### src/rtl/ifu_fetch_ctrl.sv
// Instruction-fetch sequencer: owns the PC, issues one memory request at a time,
// hands fetched words to decode over valid/ready, handles redirects and flags a
// hung memory with a sticky timeout error.
module ifu_fetch_ctrl #(
    parameter logic [31:0] RESET_PC = 32'h8000_0000,
    parameter int unsigned TIMEOUT  = 255
) (
    input  logic        i_clk,
    input  logic        i_rst_n,
    input  logic        i_start,
    input  logic        i_redirect_valid,
    input  logic [31:0] i_redirect_pc,
    output logic        o_mem_req_valid,
    input  logic        i_mem_req_ready,
    output logic [31:0] o_mem_req_addr,
    input  logic        i_mem_rsp_valid,
    input  logic [31:0] i_mem_rsp_data,
    output logic        o_inst_valid,
    input  logic        i_inst_ready,
    output logic [31:0] o_inst,
    output logic [31:0] o_inst_pc,
    output logic        o_busy,
    output logic        o_err
);

    typedef enum logic [2:0] {
        StIdle,
        StReq,
        StWait,
        StOut,
        StErr
    } state_e;

    // Counter limit widened by one bit so the increment never aliases the limit.
    localparam logic [8:0] TMO_LIM = 9'(TIMEOUT);

    state_e      r_state, w_state_nxt;
    logic [31:0] r_pc, w_pc_nxt;
    logic [31:0] r_inst, w_inst_nxt;
    logic [31:0] r_inst_pc, w_inst_pc_nxt;
    logic        r_pend, w_pend_nxt;
    logic [31:0] r_pend_pc, w_pend_pc_nxt;
    logic [7:0]  r_tmo_cnt, w_tmo_cnt_nxt;

    logic [31:0] w_target;
    logic [8:0]  w_cnt_inc;
    logic        w_tmo_hit;

    assign w_target  = {i_redirect_pc[31:2], 2'b00};
    assign w_cnt_inc = {1'b0, r_tmo_cnt} + 9'd1;
    assign w_tmo_hit = (w_cnt_inc >= TMO_LIM);

    // State, PC, captured instruction, pending redirect and timeout counter.
    always_ff @(posedge i_clk or negedge i_rst_n) begin
        if (!i_rst_n) begin
            r_state   <= StIdle;
            r_pc      <= RESET_PC;
            r_inst    <= 32'd0;
            r_inst_pc <= 32'd0;
            r_pend    <= 1'b0;
            r_pend_pc <= 32'd0;
            r_tmo_cnt <= 8'd0;
        end else begin
            r_state   <= w_state_nxt;
            r_pc      <= w_pc_nxt;
            r_inst    <= w_inst_nxt;
            r_inst_pc <= w_inst_pc_nxt;
            r_pend    <= w_pend_nxt;
            r_pend_pc <= w_pend_pc_nxt;
            r_tmo_cnt <= w_tmo_cnt_nxt;
        end
    end

    // Next-state logic for the fetch sequence, redirects and timeout.
    always_comb begin
        w_state_nxt   = r_state;
        w_pc_nxt      = r_pc;
        w_inst_nxt    = r_inst;
        w_inst_pc_nxt = r_inst_pc;
        w_pend_nxt    = r_pend;
        w_pend_pc_nxt = r_pend_pc;
        w_tmo_cnt_nxt = r_tmo_cnt;

        unique case (r_state)
            StIdle: begin
                if (i_redirect_valid) begin
                    w_pc_nxt = w_target;
                end
                if (i_start) begin
                    w_state_nxt   = StReq;
                    w_tmo_cnt_nxt = 8'd0;
                end
            end
            StReq: begin
                w_tmo_cnt_nxt = w_cnt_inc[7:0];
                // The request in flight keeps its address; the redirect waits.
                if (i_redirect_valid) begin
                    w_pend_nxt    = 1'b1;
                    w_pend_pc_nxt = w_target;
                end
                if (i_mem_req_ready) begin
                    w_state_nxt = StWait;
                end else if (w_tmo_hit) begin
                    w_state_nxt = StErr;
                end
            end
            StWait: begin
                w_tmo_cnt_nxt = w_cnt_inc[7:0];
                if (i_mem_rsp_valid) begin
                    if (r_pend || i_redirect_valid) begin
                        // Stale response: drop it and refetch from the newest target.
                        w_pc_nxt      = i_redirect_valid ? w_target : r_pend_pc;
                        w_pend_nxt    = 1'b0;
                        w_state_nxt   = StReq;
                        w_tmo_cnt_nxt = 8'd0;
                    end else begin
                        w_inst_nxt    = i_mem_rsp_data;
                        w_inst_pc_nxt = r_pc;
                        w_pc_nxt      = r_pc + 32'd4;
                        w_state_nxt   = StOut;
                    end
                end else begin
                    if (i_redirect_valid) begin
                        w_pend_nxt    = 1'b1;
                        w_pend_pc_nxt = w_target;
                    end
                    if (w_tmo_hit) begin
                        w_state_nxt = StErr;
                    end
                end
            end
            StOut: begin
                if (i_redirect_valid) begin
                    w_pc_nxt      = w_target;
                    w_state_nxt   = StReq;
                    w_tmo_cnt_nxt = 8'd0;
                end else if (i_inst_ready) begin
                    w_state_nxt   = StReq;
                    w_tmo_cnt_nxt = 8'd0;
                end
            end
            StErr: begin
                w_state_nxt = StErr;
            end
            default: begin
                w_state_nxt = StIdle;
            end
        endcase
    end

    assign o_mem_req_valid = (r_state == StReq);
    assign o_mem_req_addr  = r_pc;
    assign o_inst_valid    = (r_state == StOut);
    assign o_inst          = r_inst;
    assign o_inst_pc       = r_inst_pc;
    assign o_busy          = (r_state != StIdle) && (r_state != StErr);
    assign o_err           = (r_state == StErr);

endmodule
### config.mk
export PLATFORM = sky130hd
export DESIGN_NAME = ifu_fetch_ctrl
export DESIGN_NICKNAME = d
export VERILOG_FILES = /design/src/rtl/ifu_fetch_ctrl.sv
export SDC_FILE = /design/constraint.sdc
export NUM_CORES = 1
export LEC_CHECK = 0
export BUFFER_PORTS_ARGS = -buffer_cell sky130_fd_sc_hd__buf_2
export CAP_MARGIN = 25
export CORE_ASPECT_RATIO = 0.6
export CORE_MARGIN = 4
export CORE_UTILIZATION = 57
export CTS_CLUSTER_SIZE = 28
export DETAILED_ROUTE_END_ITERATION = 6
export GPL_TIMING_DRIVEN = 0
export PLACE_DENSITY = 0.8
export SETUP_SLACK_MARGIN = 0.1
export SLEW_MARGIN = 10
export SYNTH_ARGS = -nofsm -noshare
export SYNTH_HDL_FRONTEND = slang
export SYNTH_SLANG_ARGS = --single-unit
### constraint.sdc
create_clock -name i_clk -period 5.7 [get_ports i_clk]
set_input_delay 0.57 -clock i_clk [delete_from_list [all_inputs] [get_ports i_clk]]
set_output_delay 0.57 -clock i_clk [all_outputs]
set_load 0.03 [all_outputs]
==> out/qor.csv, run 1 <==
stage;metric;value;unit
run_status;status;completed;
sta;worst setup margin;3.47;ns
setup_path;Most common cell on crit path;buf_2;
global_routing;Global Route Usage Sum;29.4;%
synth;cells after synthesis;760;
clock_tree;H-tree depth;4;
detailed_routing;vias;6536;
setup_path;r2r startpoint;o_mem_req_addr[2]$_DFFE_PN0P_;
sta;final setup vio count;0;
synth;synth unique cells;81;
pwr;pwr dens;261;nW/um2
floorplanning;core box area;12100;um2
job;max capacitance violation total;0;
clock_tree;Worst-path clk slew;0.07;ns
detailed_routing;average vias per placed instance;5.81;
setup_path;CP Launch Type;flop;
detailed_routing;wire per inst;18.6;um
setup_path;crit path DAT;1.66;ns
pwr;Lkg Pwr;4.59;nW
cells_and_area;fill count;954;
clock_tree;hold buffer count at cts;0;
synth;Mapped Area;7090;um2
global_routing;vias in the first global route;6284;
detailed_routing;Post-DRT Antenna Nets;0;
synth;simple-gate area share of the yosys netlist;22.5;%
global_routing;first-pass GRT wire length;33200;um
setup_path;sequence of cells on the critical path;buf_2 -> clkinv_1 -> and3_1 -> buf_2;
sta;total negative slack;0;ns
synth;count of warnings emitted by yosys;0;
sta;Slew headroom;55.1;%
synth;synth cell count leaders;nand2_1, dfrtp_1, nor2_1;
floorplanning;Ports;171;
sta;fmax;448;MHz
placed_design;Place WS;3.38;ns
sta;Worst Tran Pin Value;0.671;ns
sta;RSZ-0062 raised after global routing;no;
cells_and_area;post-layout util;72.3;%
pwr;maximum VDD drop;196;uV
detailed_routing;Routed WL;20900;um
synth;flops & latches, synth;140;
synth;Synth area leaders;dfrtp_1, nand2_1, mux2_1;
synth;largest family of logic cells by synthesized area;simple AND/OR/NAND/NOR gates;
clock_tree;clock buffer depth;2;
synth;Synth Area in Adders;0.529;%
synth;most frequent cell after synthesis;nand2_1;
sta;final hold vios;0;
clock_tree;setup bufs post-CTS;0;
clock_tree;CTS sink count;140;
sta;period utilization;39.1;%
synth;Synth top area share;49.0;%
synth;xor-xnor portion of the synthesized cell area;1.96;%
floorplanning;Initial Util;58.6;%
global_routing;initial antenna violation count;1;
floorplanning;Die Ht;94.4;um
floorplanning;overall die width;152;um
clock_tree;CTS tree;yes;
setup_path;CP required;5.13;ns
synth;Mapped Nets;834;
global_routing;total grt overflow;0;
synth;area leader, netlist;dfrtp_1;
placed_design;DPL Wire Length;14800;um
clock_tree;PostCTS Resize Cnt;0;
detailed_routing;drt pass-1 iters;5;
floorplanning;Die ar.;14300;um2
worst_hold_path;worst hold path type;input pin to asynchronous set/reset pin;
detailed_routing;initial drt markers;656;
setup_path;max incr delay on CP;0.31;ns
placed_design;Port Buffers;168;
floorplanning;# rows;31;
synth;mux cell area share after synthesis;6.49;%
cells_and_area;share of cells above drive strength 1;28.3;%
placed_design;Post-DP Area;8170;um2
setup_path;Crit Path Max Fanout;10;
global_routing;largest net degree at the start of global routing;91;
placed_design;RePlAce Congestion;0.928;
synth;ys flop type;dfrtp_1;
clock_tree;Skew-Pair Late Insertion Delay;0.43;ns
sta;Period minus WS final;2.23;ns
sta;Worst Skew;0.0110;ns
synth;compound-cell area share of the yosys netlist;14.3;%
synth;number of synthesized flops with an enable pin;0;
synth;ys async rst share;100;%
cells_and_area;P&R area growth vs syn;23.3;%
cells_and_area;Final Instance Area;8750;um2
setup_path;crit path from;r_state[2]$_DFFE_PN0P_;
cells_and_area;Nets;1022;
clock_tree;CTS Buf Count;17;
synth;average cell area after synthesis;9.33;um2
synth;register area share after synthesis;49.4;%
setup_path;slowest stage cell on the critical path;dfrtp_1;
setup_path;Setup crit end kind;output port;
sta;Max Slew Vio Count;0;
detailed_routing;drt drc;0;
setup_path;kind of critical path;flop to output port;
cells_and_area;n_diodes;0;
clock_tree;CTS Root Cell;clkbuf_16;
[flip-flops by register name, summed over array words and instances (netlist names)]
| signal | count |
|---|---|
| r_tmo_cnt | 8 |
| r_pend_pc | 32 |
| r_pend | 1 |
| o_mem_req_addr | 32 |
| r_state | 3 |
| o_inst | 32 |
| o_inst_pc | 32 |
[routing by layer]
metal  track usage, %  vias up  wire [um]
met5                0        -         13
met2             42.2      365       8810
met1             42.5     3112       9230
met4             8.90        2        419
met3             10.3       49       2460
li1                 -     3008          -
[cell families (layout without fill, tap and decap cells)]
group,after synthesis,after routing
compound gates,145,145
xor+xnor,15,15
fa+ha+maj,3,3
buf+inv,61,261
flops,140,140
mux,42,42
simple gates,354,354
[stage by stage]
stage / std cells / total power [mW] / hold slack, ns
final: 1125 / 2.29 / 0.0732
after global routing: 1125 / 2.36 / 0.102
after CTS: 1125 / 2.29 / 0.0936
after detailed placement: 1094 / 1.21 / 0.457
after global placement: 1093 / 1.20 / 0.451
after floorplan: 760 / 1.13 / 0.274
[path summary, 6_finish.rpt]
| path | cells past startpoint | slack, ns | to |
|---|---|---|---|
| max | 4 | 3.47 | o_inst_valid |
| min | 1 | 0.07 | r_tmo_cnt[7]$_DFFE_PN0P_ |
| max reg2reg | 8 | 3.47 | o_mem_req_addr[20]$_DFFE_PN0P_ |
| min reg2reg | 2 | 0.47 | o_inst_pc[0]$_DFFE_PN0P_ |
| max in group asynchronous | 2 | 4.79 | r_pend_pc[28]$_DFFE_PN0P_ |
| min in group i_clk | 3 | 0.34 | o_inst[24]$_DFFE_PN0P_ |
[report_power, final]
| group | leakage, nW | internal, mW | switching (mW) |
|---|---|---|---|
| clock network | 0.279 | 0.642 | 0.446 |
| logic | 2.42 | 0.0596 | 0.0977 |
| registers | 1.89 | 1.01 | 0.0266 |
| total | 4.59 | 1.71 | 0.571 |
[final cells by class]
class / count / area [um2] / share of cell area (%)
multi-input combinational: 559 / 3250 / 37.2
clock inverter: 14 / 148 / 1.69
sequential: 140 / 3500 / 40.1
inverter: 13 / 48.8 / 0.558
timing repair buffer: 169 / 875 / 10.0
buffer: 48 / 288 / 3.29
tap: 165 / 206 / 2.36
clock buffer: 17 / 425 / 4.86
[critical path, delay by kind of cell (launching register included)]
family	cells	cell delay [ns]
AND/OR/NAND/NOR	1	0.28
flip-flops	1	0.31
buffers and inverters	3	0.65
[cell usage in the layout (no fill, tap or decap), types with 7 or more instances in the layout]
cell / n
inv_1: 10
a21o_1: 8
mux2_1: 28
buf_2: 193
a31oi_1: 11
nand3_1: 15
a21oi_1: 27
o21ai_0: 25
buf_6: 8
clkbuf_16: 17
nand2b_1: 10
clkbuf_1: 7
nand4_1: 7
o21ai_1: 14
dfrtp_1: 139
mux2i_1: 10
nand2_1: 225
nor3_1: 12
and3_1: 15
xnor2_1: 8
nor2_1: 33
(Power assumes the default switching activity.)
==> inputs of run 2 (changes only) <==
- CORE_UTILIZATION: 57 -> 54
- PLACE_DENSITY: 0.8 -> 0.76
- clock period: 5.7 -> 2.1 ns (I/O delays scaled with it)
==> run 2 against run 1 <==
Total power rose to 2.8 times the previous value. Register-to-register slack got worse by 3.3 ns. Critical endpoint is now o_mem_req_addr[28]$_DFFE_PN0P_. Clock-buffer cell count rose by 1. Die area rose by 5.2%. Core utilization rose by 0.091 points. Clock power rose to 2.9 times the previous value. Combinational power rose to 3.1 times the previous value. Via count rose by 1.9%.
==> out/qor.csv, run 2 (synthesis results as in run 1) <==
stage;metric;value;unit
sta;Max Slew Vio Count;0;
global_routing;largest net degree at the start of global routing;77;
global_routing;total grt overflow;0;
pwr;Lkg Pwr;4.79;nW
placed_design;RePlAce Congestion;0.905;
setup_path;Setup crit end kind;flop;
placed_design;Place WS;-0.176;ns
floorplanning;Die ar.;15100;um2
cells_and_area;leading cell types in the layout, fill and taps excluded;nand2_1, buf_2, dfrtp_1;
floorplanning;Die Ht;96.8;um
detailed_routing;Post-DRT Antenna Nets;0;
setup_path;R2R Setup Slk;0.13;ns
job;max capacitance violation total;0;
setup_path;kind of critical path;flop to flop;
sta;Worst Tran Pin Value;0.615;ns
setup_path;Crit Path Max Fanout;10;
setup_path;Buf/Inv on CP;2;
placed_design;placed insts;1099;
sta;final hold vios;0;
floorplanning;core box area;12900;um2
sta;worst setup margin;0.127;ns
setup_path;Most common cell on crit path;buf_2;
cells_and_area;Final Instance Area;9300;um2
detailed_routing;Routed WL;21600;um
setup_path;r2r startpoint;r_state[2]$_DFFE_PN0P_;
cells_and_area;Nets;1063;
worst_hold_path;worst hold path type;input pin to flop;
detailed_routing;wire per inst;18.4;um
cells_and_area;commonest non-fill, non-tap cell in the layout;nand2_1;
floorplanning;overall die width;156;um
worst_hold_path;hold_sp;i_mem_rsp_data[10];
placed_design;Post-DP Area;8180;um2
setup_path;FF-to-FF End;o_mem_req_addr[28]$_DFFE_PN0P_;
placed_design;Port Buffers;168;
clock_tree;CTS tree;yes;
clock_tree;CTS Root Cell;clkbuf_16;
clock_tree;clock buffer depth;2;
setup_path;max incr delay on CP;0.38;ns
floorplanning;Initial Util;55.2;%
setup_path;cell count along the critical path;5;
floorplanning;# rows;32;
sta;Slew headroom;59.0;%
sta;Worst Skew;0.00748;ns
setup_path;crit path DAT;2.24;ns
cells_and_area;P&R area growth vs syn;31.1;%
detailed_routing;vias;6658;
pwr;pwr dens;694;nW/um2
clock_tree;CTS Buf Count;17;
setup_path;sequence of cells on the critical path;buf_2 -> nand4bb_1 -> nor2_4 -> buf_2 -> a311oi_1;
detailed_routing;drt drc;0;
placed_design;DPL Wire Length;14900;um
setup_path;CP required;2.37;ns
setup_path;CP Launch Type;flop;
sta;total negative slack;0;ns
detailed_routing;drt pass-1 iters;5;
pwr;maximum VDD drop;585;uV
worst_hold_path;hold path depth;3;
clock_tree;Skew-Pair Late Insertion Delay;0.42;ns
sta;Period minus WS final;1.97;ns
worst_hold_path;hold path endpoint;o_inst[10]$_DFFE_PN0P_;
cells_and_area;final std cells w/o fill;1172;
cells_and_area;share of cells above drive strength 1;30.4;%
sta;final setup vio count;0;
sta;fmax;507;MHz
floorplanning;Ports;171;
clock_tree;H-tree depth;4;
clock_tree;Worst-path clk slew;0.06;ns
run_status;status;completed;
setup_path;Top delay family on crit path;simple AND/OR/NAND/NOR gates;
setup_path;reg2reg path depth;5;
sta;RSZ-0062 raised after global routing;yes;
detailed_routing;average vias per placed instance;5.68;
cells_and_area;n_diodes;0;
global_routing;vias in the first global route;6201;
global_routing;Global Route Usage Sum;28.3;%
global_routing;initial antenna violation count;1;
detailed_routing;initial drt markers;618;
setup_path;slowest stage cell on the critical path;nor2_4;
global_routing;first-pass GRT wire length;33800;um
clock_tree;CTS sink count;140;
sta;period utilization;94.0;%
[run 2: cell count changes in the layout (fill, tap and decap cells not counted), moves of 4 or more]
cell and change:
clkinv_2 -4, buf_4 +12, dlygate4sd3_1 +31, buf_2 -4
clkbuf_1 -4, clkbuf_2 +6
[run 2: tightest hold or removal path, cell delays in order]
cell and delay, ns:
buf_2 0.07, nand2_1 0.05, nand2_1 0.06
[run 2: worst max-delay path by stage]
stage,slack [ns],startpoint,endpoint
after floorplan,0.11,o_mem_req_addr[2]$_DFFE_PN0P_,o_mem_req_addr[20]$_DFFE_PN0P_
after global placement,-1.13,i_rst_n,r_tmo_cnt[0]$_DFFE_PN0P_
after detailed placement,-0.18,r_pend$_DFFE_PN0P_,o_inst_pc[29]$_DFFE_PN0P_
after CTS,0.08,o_mem_req_addr[8]$_DFFE_PN0P_,o_mem_req_addr[31]$_DFFE_PN1P_
after global routing,0.05,r_tmo_cnt[1]$_DFFE_PN0P_,r_state[1]$_DFFE_PN0P_
final,0.13,r_state[2]$_DFFE_PN0P_,o_mem_req_addr[28]$_DFFE_PN0P_
[run 2: routing by layer]
layer	track usage, %	vias up	wire [um]
met5	0	-	11
met4	7.20	2	250
met3	6.26	33	2080
met2	40.3	325	9450
met1	43.7	3204	9830
li1	-	3094	-
[run 2: repair_timing]
action	CTS	global route
setup endpoints to repair	48	81
setup buffers	2	8
endpoints found under the hold margin	94	0
pin swaps	0	4
cloned	0	0
hold buffers	31	0
gates resized for setup	6	31
[run 2: final cells by class]
| cell class | instances | area, um2 |
|---|---|---|
| fill | 979 | 3550 |
| sequential | 140 | 3510 |
| multi-input combinational | 559 | 3350 |
| timing repair buffer | 210 | 1260 |
| clock buffer | 18 | 429 |
| buffer | 48 | 305 |
| tap | 170 | 213 |
| clock inverter | 14 | 186 |
| inverter | 13 | 52.6 |
[run 2: where the power goes]
part	leakage (nW)	internal [mW]	total (mW)	switching [mW]
Sequential	1.89	2.75	2.82	0.0689
Combinational	2.62	0.211	0.492	0.281
Clock	0.288	1.90	3.15	1.25
[run 2: through the flow]
stage	hold WS, ns	power (mW)	utilization [%]
floorplan	-0.0856	3.05	-
global route	0.0243	6.65	72.4
CTS	0.00121	6.46	71.1
global placement	0.401	3.27	63.4
finish	0.00290	6.46	72.4
detailed placement	0.226	3.29	63.6
